### src/rtl/bin2bcd_seq_if.sv
// Handshake and digit bus between a binary source and bin2bcd_seq.
// master: source side (drives start/bin_in); slave: the converter.
interface bin2bcd_seq_if #(
    parameter int IN_W = 14
);
    logic            start;
    logic [IN_W-1:0] bin_in;
    logic            busy;
    logic            valid;
    logic            ovf;
    logic [3:0]      d3;
    logic [3:0]      d2;
    logic [3:0]      d1;
    logic [3:0]      d0;

    modport master (
        output start, bin_in,
        input  busy, valid, ovf, d3, d2, d1, d0
    );

    modport slave (
        input  start, bin_in,
        output busy, valid, ovf, d3, d2, d1, d0
    );
endinterface

### src/rtl/bin2bcd_seq.sv
// Sequential double-dabble binary-to-BCD converter feeding a 4-digit display mux.
// Optional macro BIN2BCD_LEADING_ZERO_BLANK_EN blanks leading zero digits as 4'hF.
//
// state | meaning
// IDLE  | waiting for start; digits/ovf hold the last result
// CONV  | one add-3/shift iteration per cycle, IN_W iterations
// DONE  | one cycle; digits, ovf and valid update on the exiting edge
module bin2bcd_seq #(
    parameter int IN_W    = 14,
    parameter int MAX_VAL = 9999
) (
    input  logic          clk,
    input  logic          rst,
    bin2bcd_seq_if.slave  bus
);
    localparam int CNT_W = $clog2(IN_W + 1);

    localparam logic [1:0] IDLE = 2'd0;
    localparam logic [1:0] CONV = 2'd1;
    localparam logic [1:0] DONE = 2'd2;

    localparam logic [31:0] MAX_W = MAX_VAL;

`ifdef BIN2BCD_LEADING_ZERO_BLANK_EN
    localparam logic [3:0] LEAD_RST = 4'hF;
`else
    localparam logic [3:0] LEAD_RST = 4'h0;
`endif

    logic [1:0]       state_q, state_d;
    logic [IN_W-1:0]  shift_q, shift_d;
    logic [15:0]      acc_q, acc_d;
    logic [CNT_W-1:0] cnt_q, cnt_d;
    logic             sat_q, sat_d;
    logic             busy_q, busy_d;
    logic             valid_q, valid_d;
    logic             ovf_q, ovf_d;
    logic [3:0]       d3_q, d3_d;
    logic [3:0]       d2_q, d2_d;
    logic [3:0]       d1_q, d1_d;
    logic [3:0]       d0_q, d0_d;

    logic [15:0]      acc_corr;
    logic             in_sat;
    logic             blank3, blank2, blank1;
    logic [3:0]       out3, out2, out1, out0;

    function automatic logic [3:0] add3(input logic [3:0] n);
        return (n >= 4'd5) ? n + 4'd3 : n;
    endfunction

    assign acc_corr = {add3(acc_q[15:12]), add3(acc_q[11:8]),
                       add3(acc_q[7:4]),   add3(acc_q[3:0])};

    assign in_sat = ({{(32-IN_W){1'b0}}, bus.bin_in} > MAX_W);

`ifdef BIN2BCD_LEADING_ZERO_BLANK_EN
    assign blank3 = ~sat_q && (acc_q[15:12] == 4'd0);
    assign blank2 = blank3 && (acc_q[11:8] == 4'd0);
    assign blank1 = blank2 && (acc_q[7:4] == 4'd0);
`else
    assign blank3 = 1'b0;
    assign blank2 = 1'b0;
    assign blank1 = 1'b0;
`endif

    // Saturation wins over blanking so an overflow always reads 9999.
    assign out3 = sat_q ? 4'd9 : (blank3 ? 4'hF : acc_q[15:12]);
    assign out2 = sat_q ? 4'd9 : (blank2 ? 4'hF : acc_q[11:8]);
    assign out1 = sat_q ? 4'd9 : (blank1 ? 4'hF : acc_q[7:4]);
    assign out0 = sat_q ? 4'd9 : acc_q[3:0];

    always_comb begin
        state_d = state_q;
        shift_d = shift_q;
        acc_d   = acc_q;
        cnt_d   = cnt_q;
        sat_d   = sat_q;
        busy_d  = busy_q;
        valid_d = 1'b0;
        ovf_d   = ovf_q;
        d3_d    = d3_q;
        d2_d    = d2_q;
        d1_d    = d1_q;
        d0_d    = d0_q;
        case (state_q)
            IDLE: begin
                if (bus.start) begin
                    state_d = CONV;
                    shift_d = bus.bin_in;
                    acc_d   = 16'd0;
                    cnt_d   = CNT_W'(IN_W);
                    sat_d   = in_sat;
                    busy_d  = 1'b1;
                end
            end
            CONV: begin
                {acc_d, shift_d} = {acc_corr, shift_q} << 1;
                cnt_d = cnt_q - CNT_W'(1);
                if (cnt_q == CNT_W'(1)) begin
                    state_d = DONE;
                end
            end
            DONE: begin
                state_d = IDLE;
                busy_d  = 1'b0;
                valid_d = 1'b1;
                ovf_d   = sat_q;
                d3_d    = out3;
                d2_d    = out2;
                d1_d    = out1;
                d0_d    = out0;
            end
            default: begin
                state_d = IDLE;
                busy_d  = 1'b0;
            end
        endcase
    end

    always_ff @(posedge clk or posedge rst) begin
        if (rst) begin
            state_q <= IDLE;
            shift_q <= '0;
            acc_q   <= '0;
            cnt_q   <= '0;
            sat_q   <= 1'b0;
            busy_q  <= 1'b0;
            valid_q <= 1'b0;
            ovf_q   <= 1'b0;
            d3_q    <= LEAD_RST;
            d2_q    <= LEAD_RST;
            d1_q    <= LEAD_RST;
            d0_q    <= 4'd0;
        end else begin
            state_q <= state_d;
            shift_q <= shift_d;
            acc_q   <= acc_d;
            cnt_q   <= cnt_d;
            sat_q   <= sat_d;
            busy_q  <= busy_d;
            valid_q <= valid_d;
            ovf_q   <= ovf_d;
            d3_q    <= d3_d;
            d2_q    <= d2_d;
            d1_q    <= d1_d;
            d0_q    <= d0_d;
        end
    end

    assign bus.busy  = busy_q;
    assign bus.valid = valid_q;
    assign bus.ovf   = ovf_q;
    assign bus.d3    = d3_q;
    assign bus.d2    = d2_q;
    assign bus.d1    = d1_q;
    assign bus.d0    = d0_q;
endmodule

### src/flat_wrapper.sv
// flat-port wrapper written by rule: the top's interface ports become plain ports
module bin2bcd_seq_flat 
#(
    parameter int IN_W    = 14,
    parameter int MAX_VAL = 9999
)
  (clk, rst, bus_start, bus_bin_in, bus_busy, bus_valid, bus_ovf, bus_d3, bus_d2, bus_d1, bus_d0);
  bin2bcd_seq_if #(.IN_W(IN_W)) bus_i ();
  input  logic clk;
  input  logic rst;
  input wire logic [$bits(bus_i.start)-1:0] bus_start;
  input wire logic [$bits(bus_i.bin_in)-1:0] bus_bin_in;
  output wire logic [$bits(bus_i.busy)-1:0] bus_busy;
  output wire logic [$bits(bus_i.valid)-1:0] bus_valid;
  output wire logic [$bits(bus_i.ovf)-1:0] bus_ovf;
  output wire logic [$bits(bus_i.d3)-1:0] bus_d3;
  output wire logic [$bits(bus_i.d2)-1:0] bus_d2;
  output wire logic [$bits(bus_i.d1)-1:0] bus_d1;
  output wire logic [$bits(bus_i.d0)-1:0] bus_d0;
  assign bus_i.start = bus_start;
  assign bus_i.bin_in = bus_bin_in;
  assign bus_busy = bus_i.busy;
  assign bus_valid = bus_i.valid;
  assign bus_ovf = bus_i.ovf;
  assign bus_d3 = bus_i.d3;
  assign bus_d2 = bus_i.d2;
  assign bus_d1 = bus_i.d1;
  assign bus_d0 = bus_i.d0;
  bin2bcd_seq #(.IN_W(IN_W), .MAX_VAL(MAX_VAL)) u_core (.clk(clk), .rst(rst), .bus(bus_i));
endmodule
### config.mk
export PLATFORM = sky130hd
export DESIGN_NAME = bin2bcd_seq_flat
export DESIGN_NICKNAME = d
export VERILOG_FILES = /design/src/rtl/bin2bcd_seq_if.sv /design/src/rtl/bin2bcd_seq.sv /design/src/flat_wrapper.sv
export SDC_FILE = /design/constraint.sdc
export NUM_CORES = 1
export LEC_CHECK = 0
export CORE_MARGIN = 2
export CORE_UTILIZATION = 42
export DETAILED_ROUTE_END_ITERATION = 16
export HOLD_SLACK_MARGIN = 0.06
export PLACE_DENSITY = 0.65
export SYNTH_ARGS = -nofsm -noshare
export SYNTH_HDL_FRONTEND = slang
export SYNTH_SLANG_ARGS = --single-unit
### constraint.sdc
create_clock -name clk -period 5.3 [get_ports clk]
set_clock_uncertainty 0.15 [all_clocks]
set_input_delay 0.53 -clock clk [delete_from_list [all_inputs] [get_ports clk]]
set_output_delay 0.53 -clock clk [all_outputs]
set_load 0.02 [all_outputs]
# Word-level counts from Yosys, hierarchy flattened
# Index checks and enable logic that the tools add are counted.
# totals
ff_bits	56
in_bits	17
output_inout_bits	19
# classes
n_mux	20
addsub	5
n_eq_ne	5
bitwise_logic	1
n_reduce_logical	6
magnitude_cmp	5
# ops
op	count
4-bit 2-to-1 mux	8
16-bit one-hot mux with 2 select lines	1
14-bit one-hot mux with 2 select lines	1
4-bit by 3-bit >= comparator with 1-bit output, second input constant	4
16-bit 2-to-1 mux	1
14-bit > comparator, second input constant	1
14-bit 2-to-1 mux	1
4-bit by 2-bit adder with 4-bit output, second input constant	3
4-bit one-hot mux with 2 select lines	1
2-bit AND reduction	4
4-bit by 1-bit == test with 1-bit output, second input constant	1
2-bit 2-to-1 mux	2
2-bit one-hot mux with 2 select lines	1
4-bit by 1-bit subtractor with 4-bit output, second input constant	1
3-bit by 2-bit adder with 3-bit output, second input constant	1
3-bit 2-to-1 mux	1
2-bit by 1-bit == test with 1-bit output, second input constant	1
2-bit == test, second input constant	1
2-bit zero test	1
1-bit 2-to-1 mux	2
2-bit by 1-bit != test with 1-bit output, second input constant	1
2-bit != test, second input constant	1
1-bit one-hot mux with 2 select lines	1
2-bit nonzero test	1
1-bit NOT	1

# Depth between registers and ports, before layout
# depth
ltp_word	3
mapped_depth	7
mapped_depth_nobuf	6

# Least setup slack after synthesis
# OpenSTA, ideal clock, no wires.
# synth_timing
path_type	reg2reg
from	register u_core.acc_q[0]
to	register u_core.acc_q[2]
t_arrival_ps	1445
path_stages_with_launch	7
slack_ps	3623
path_buffers	0
period_less_slack_ps	1677
cell_sequence	dfrtp_1 inv_1 ha_1 nand2b_1 a21oi_1 mux2_2 o22ai_1
# synth_between
elab_chain_cells	3
# synth_lines
item	line_no	source
from (decl)	bin2bcd_seq.sv:32	logic [15:0] acc_q, acc_d;
from (signal assigned)	bin2bcd_seq.sv:125	acc_q <= '0;
from (signal assigned)	bin2bcd_seq.sv:138	acc_q <= acc_d;
4-bit by 2-bit adder with 4-bit output / 4-bit by 3-bit >= comparator with 1-bit output (equally long branches)	bin2bcd_seq.sv:49	return (n >= 4'd5) ? n + 4'd3 : n;
4-bit 2-to-1 mux (*)	bin2bcd_seq.sv:49	
16-bit one-hot mux with 2 select lines (*)	bin2bcd_seq.sv:86	case (state_q)
# Every way passes the cells marked *; elsewhere a longest branch is shown, timed or not.
# A chain may end at the register's enable or synchronous reset.

# Worst setup path in the final report
# layout_timing
from	input bus_start
to	register u_core.acc_q[3]
# layout_between
elab_chain_cells	2
# layout_lines
item	line_no	source
from (decl)	flat_wrapper.sv:11	input wire logic [$bits(bus_i.start)-1:0] bus_start;
2-bit != test (no source line)	-	
2-bit AND reduction (no source line)	-	
# No other way between the ends.

==> results <==
- The total negative setup slack is 0 ns.
- The share of the cycle needed by the critical path after routing is 43.37%.
- The detail route stage leaves a number of antenna-violating nets equal to 0.
- The synthesis-stage register bit count is 56.
- The via count normalized by instance count is ~5.2.
- After the last flow step, the layout net total stands at 331.
- The analysis attributes to cell leakage a power of around 0.0014 uW.
- The number of global-route vias before repair came to 1869.
- The terminus of the critical flop-to-flop path is u_core.acc_q[3].
- The count of final max-slew check failures was 0.
- For this design, the CTS-stage hold fixing added 0 buffers.
- The number of fill cells in the layout is 549.
- The path type of the worst min-delay path is register to register.
- The area of all placed cells without fillers is slightly above 3000 um2.
- The total overflow left after global routing is 0.
- The share of flip-flops with an asynchronous set or reset is 100.0%.
- The startpoint identified for the worst register-to-register timing path is u_core.state_q[1].
- The flow ran to the end, and the final reports show no timing, DRC or antenna violations.
- The first global-routing pass estimated 8763 um of wire.
- After legalization and detailed placement, the total HPWL measured 3395 um.
- The clock passes through at most 2 buffers.
- The worst setup path is of the primary input to register kind.
- The full die area is 6892 um2.
- The slew at the pin closest to its max-slew limit is between 1 and 1.5 ns.
- The worst ir drop on vdd is 293.4 uV.
- At the worst endpoint, the required time is 5.36 ns.
- After synthesis, flip-flops and latches occupy approximately 53% of the total area.
- The setup slack of the most critical reg-to-reg path is 3.11 ns.
- In this run the biggest area consumer among cell types represents 53.44% of the synthesized area.
- Entering global routing, the biggest net connects 57 pins.
- The worst endpoint data arrival time is around 2.4 ns.
- The number of distinct library cells after synthesis is 33.
- CTS saw 56 sinks.
- The hold violation total from the final report came to 0.
- Along the worst path, the maximum fanout reaches 19.
- The hold path startpoint is u_core.shift_q[13].
- STA classifies the critical path endpoint as a register.
- Post-CTS repair changed the size of 0 cells.
- Counting instances, the worst hold path has a depth of 2.
- After synthesis, the mean cell area works out to roughly 9.6 um2.
- The clock reaches the later pin of the worst-skew pair after 0.31 ns.
- The highest attainable clock frequency is ~440 MHz.
- Counting the buffers created by CTS gives 5.
- The core region is approximately 6000 um2.
- The max-slew headroom at the worst pin is ~29%.
- The final core utilization is 51.67%.
- Traced cell by cell, the critical path runs through clkdlybuf4s50_1, nor3b_4, buf_4, nor2_4, a22o_1.
- The worst setup path is launched from a primary input.
- The worst hold path terminates at u_core.shift_q[13].
- The total vias in the final route is 1968.
- After detailed routing, the number of remaining DRC violations is 0.
- In this run the cell area measured after placement is roughly 3000 um2.
- Synthesis produced a netlist whose cell count is 274.
- On the worst path, the slowest cell contributes a delay of just over 0.6 ns.
- Once the clock tree was built, the setup fixing pass inserted 0 buffers.
- Summing all multi-input logic gate instances after layout gives about 1100 um2.
- Setup violations remaining at the end of the flow were counted as 0.
- The global routing usage summed across all routing layers is 15.46%.
- The number of synthesized flops with an enable pin is 0.
- Wires add up to 4916 um.
- In this run the tool buffered the top-level ports with 35 buffer cells.
- The minimum period implied by the final worst setup slack is 2.298 ns.
- The fraction of layout cells with a size suffix above 1 is 4.918%.
- The H-tree was split into 2 levels.
- The most common cell in the synthesized netlist is sky130_fd_sc_hd__nand2_1.
- The floorplan has 28 rows.
- For this configuration, the core starts out at a cell density of 43.78%.
- The max-capacitance violation count is 0.
- Counting instances in the post-synthesis netlist gives the leading cell types as sky130_fd_sc_hd__nand2_1, sky130_fd_sc_hd__dfrtp_1, sky130_fd_sc_hd__o21ai_0.
- The number of detailed-route iterations in the first pass is 4.
- The clock edge transition at the registers on the reported setup and hold paths is 0.09 ns.
- The global placer's final weighted congestion is 0.7568.
- The antenna cell count is 0.
- TritonCTS built the clock tree.
- The largest area contributor in the synthesized netlist is sky130_fd_sc_hd__dfrtp_1.
- The largest individual stage delay along the critical path comes from the cell sky130_fd_sc_hd__nor3b_4.
- The yosys synthesis warning count is 0.
- The routed wire length per instance is 12.94 um.
- In this run the count of I/O pins placed on the die edge is 36.
- Setup repair after global routing left no endpoint under its margin.
- The most used flip-flop cell after synthesis is sky130_fd_sc_hd__dfrtp_1.
- Ranked by total cell area, the synthesized netlist is headed by sky130_fd_sc_hd__dfrtp_1, sky130_fd_sc_hd__nand2_1, sky130_fd_sc_hd__ha_1.
- The die outline height is 83.02 um.
- The detailed router finished its first iteration with 98 violations.
- The cell sitting at the root of the clock tree is a sky130_fd_sc_hd__clkbuf_8.
- The synthesized netlist occupies a cell area of 2623 um2.
- Registers take roughly 1400 um2.
- Counting every net in the synthesized netlist gives 301.
- The die boundary width is approximately 83 um.
- The ratio of total power to cell area is about 570 nW/um2.
- The signed area change from the synthesized netlist to the final layout is 18.03%.
- The number of antenna violations at the first check in global routing is 0.
- The worst-case reg-to-reg path depth is 4.
-- worst max-delay path by stage --
stage / from / endpoint / slack [ns] / depth (start not counted)
finish: bus_start / u_core.acc_q[3] / 3.00 / 5
global route: bus_start / u_core.cnt_q[0] / 2.89 / 6
CTS: bus_start / u_core.acc_q[3] / 3.02 / 5
detailed placement: bus_start / u_core.acc_q[15] / 2.68 / 5
global placement: bus_start / u_core.acc_q[3] / 2.69 / 5
floorplan: rst / u_core.acc_q[0] / 3.25 / 1
-- cell type report --
type	instances	area share (%)
clock buffers	8	2.910
inverters	14	1.698
multi-input cells	189	35.04
flip-flops and latches	56	45.27
well taps	75	3.032
repair buffers	38	12.05
-- cell families (layout without fill, tap and decap cells) --
kind of cell / Yosys count / in the layout / share of synthesized area [%]
simple gates: 100 / 100 / 16.36
compound gates: 70 / 70 / 16.84
mux: 4 / 4 / 1.717
fa+ha+maj: 10 / 10 / 4.771
buf+inv: 29 / 60 / 5.200
flops: 56 / 56 / 53.43
xor+xnor: 5 / 5 / 1.670
-- flip-flops by register name (all words and copies together), names as in the netlist --
signal,flops
u_core.bus.d0,4
u_core.state_q,2
u_core.bus.ovf,1
u_core.bus.d3,4
u_core.sat_q,1
u_core.bus.d1,4
u_core.shift_q,14
u_core.cnt_q,4
u_core.bus.valid,1
u_core.acc_q,16
u_core.bus.d2,4
u_core.bus.busy,1
-- layer usage --
metal  wire length [um]  up-vias  track usage [%]  share of wire, %
li1                   -      996                -                 -
met2               2100       49            22.87                43
met5                  0        -                0                 0
met1               2446      915            21.24                50
met3                289        8            5.567               5.9
met4                 79        0            4.918               1.6
-- power breakdown --
part | internal (uW) | switching [uW] | leakage [uW] | total (uW)
sequential | 602 | 151 | 0.000718 | 753
combinational | 356 | 406 | 0.000620 | 762
clock | 107 | 134 | 0.0000455 | 241
-- layout by cell type, fill, tap and decap left out, drive strengths merged, types with 2 or more instances in the layout --
master         count
a22oi             13
nor3               2
ha                10
inv               14
mux2               4
a211oi             2
dfrtp             56
clkdlybuf4s50     35
a22o               4
a31oi              3
buf                3
o22ai             10
o21ai             23
a21oi              7
xnor2              4
clkbuf             8
nand2b             5
o31ai              5
nand2             71
nor2              15
nor3b              3
-- stage by stage --
stage / hold slack (ns) / instances / setup slack (ns) / power [uW]
finish: 0.3315 / 380 / 3.002 / 1756
global route: 0.3690 / 380 / 2.893 / 1928
CTS: 0.3350 / 380 / 3.016 / 1775
detailed placement: 0.3132 / 372 / 2.676 / 1533
global placement: 0.3090 / 372 / 2.686 / 1511
floorplan: 0.2947 / 274 / 3.249 / 1313
-- worst max-delay path, delay by kind of cell --
family	cells	cell delay [ns]
buffers and inverters	2	0.80
AOI/OAI and AO/OA	1	0.28
and+or+nand+nor	2	0.75
No activity file was read; power rests on OpenSTA's default activity.
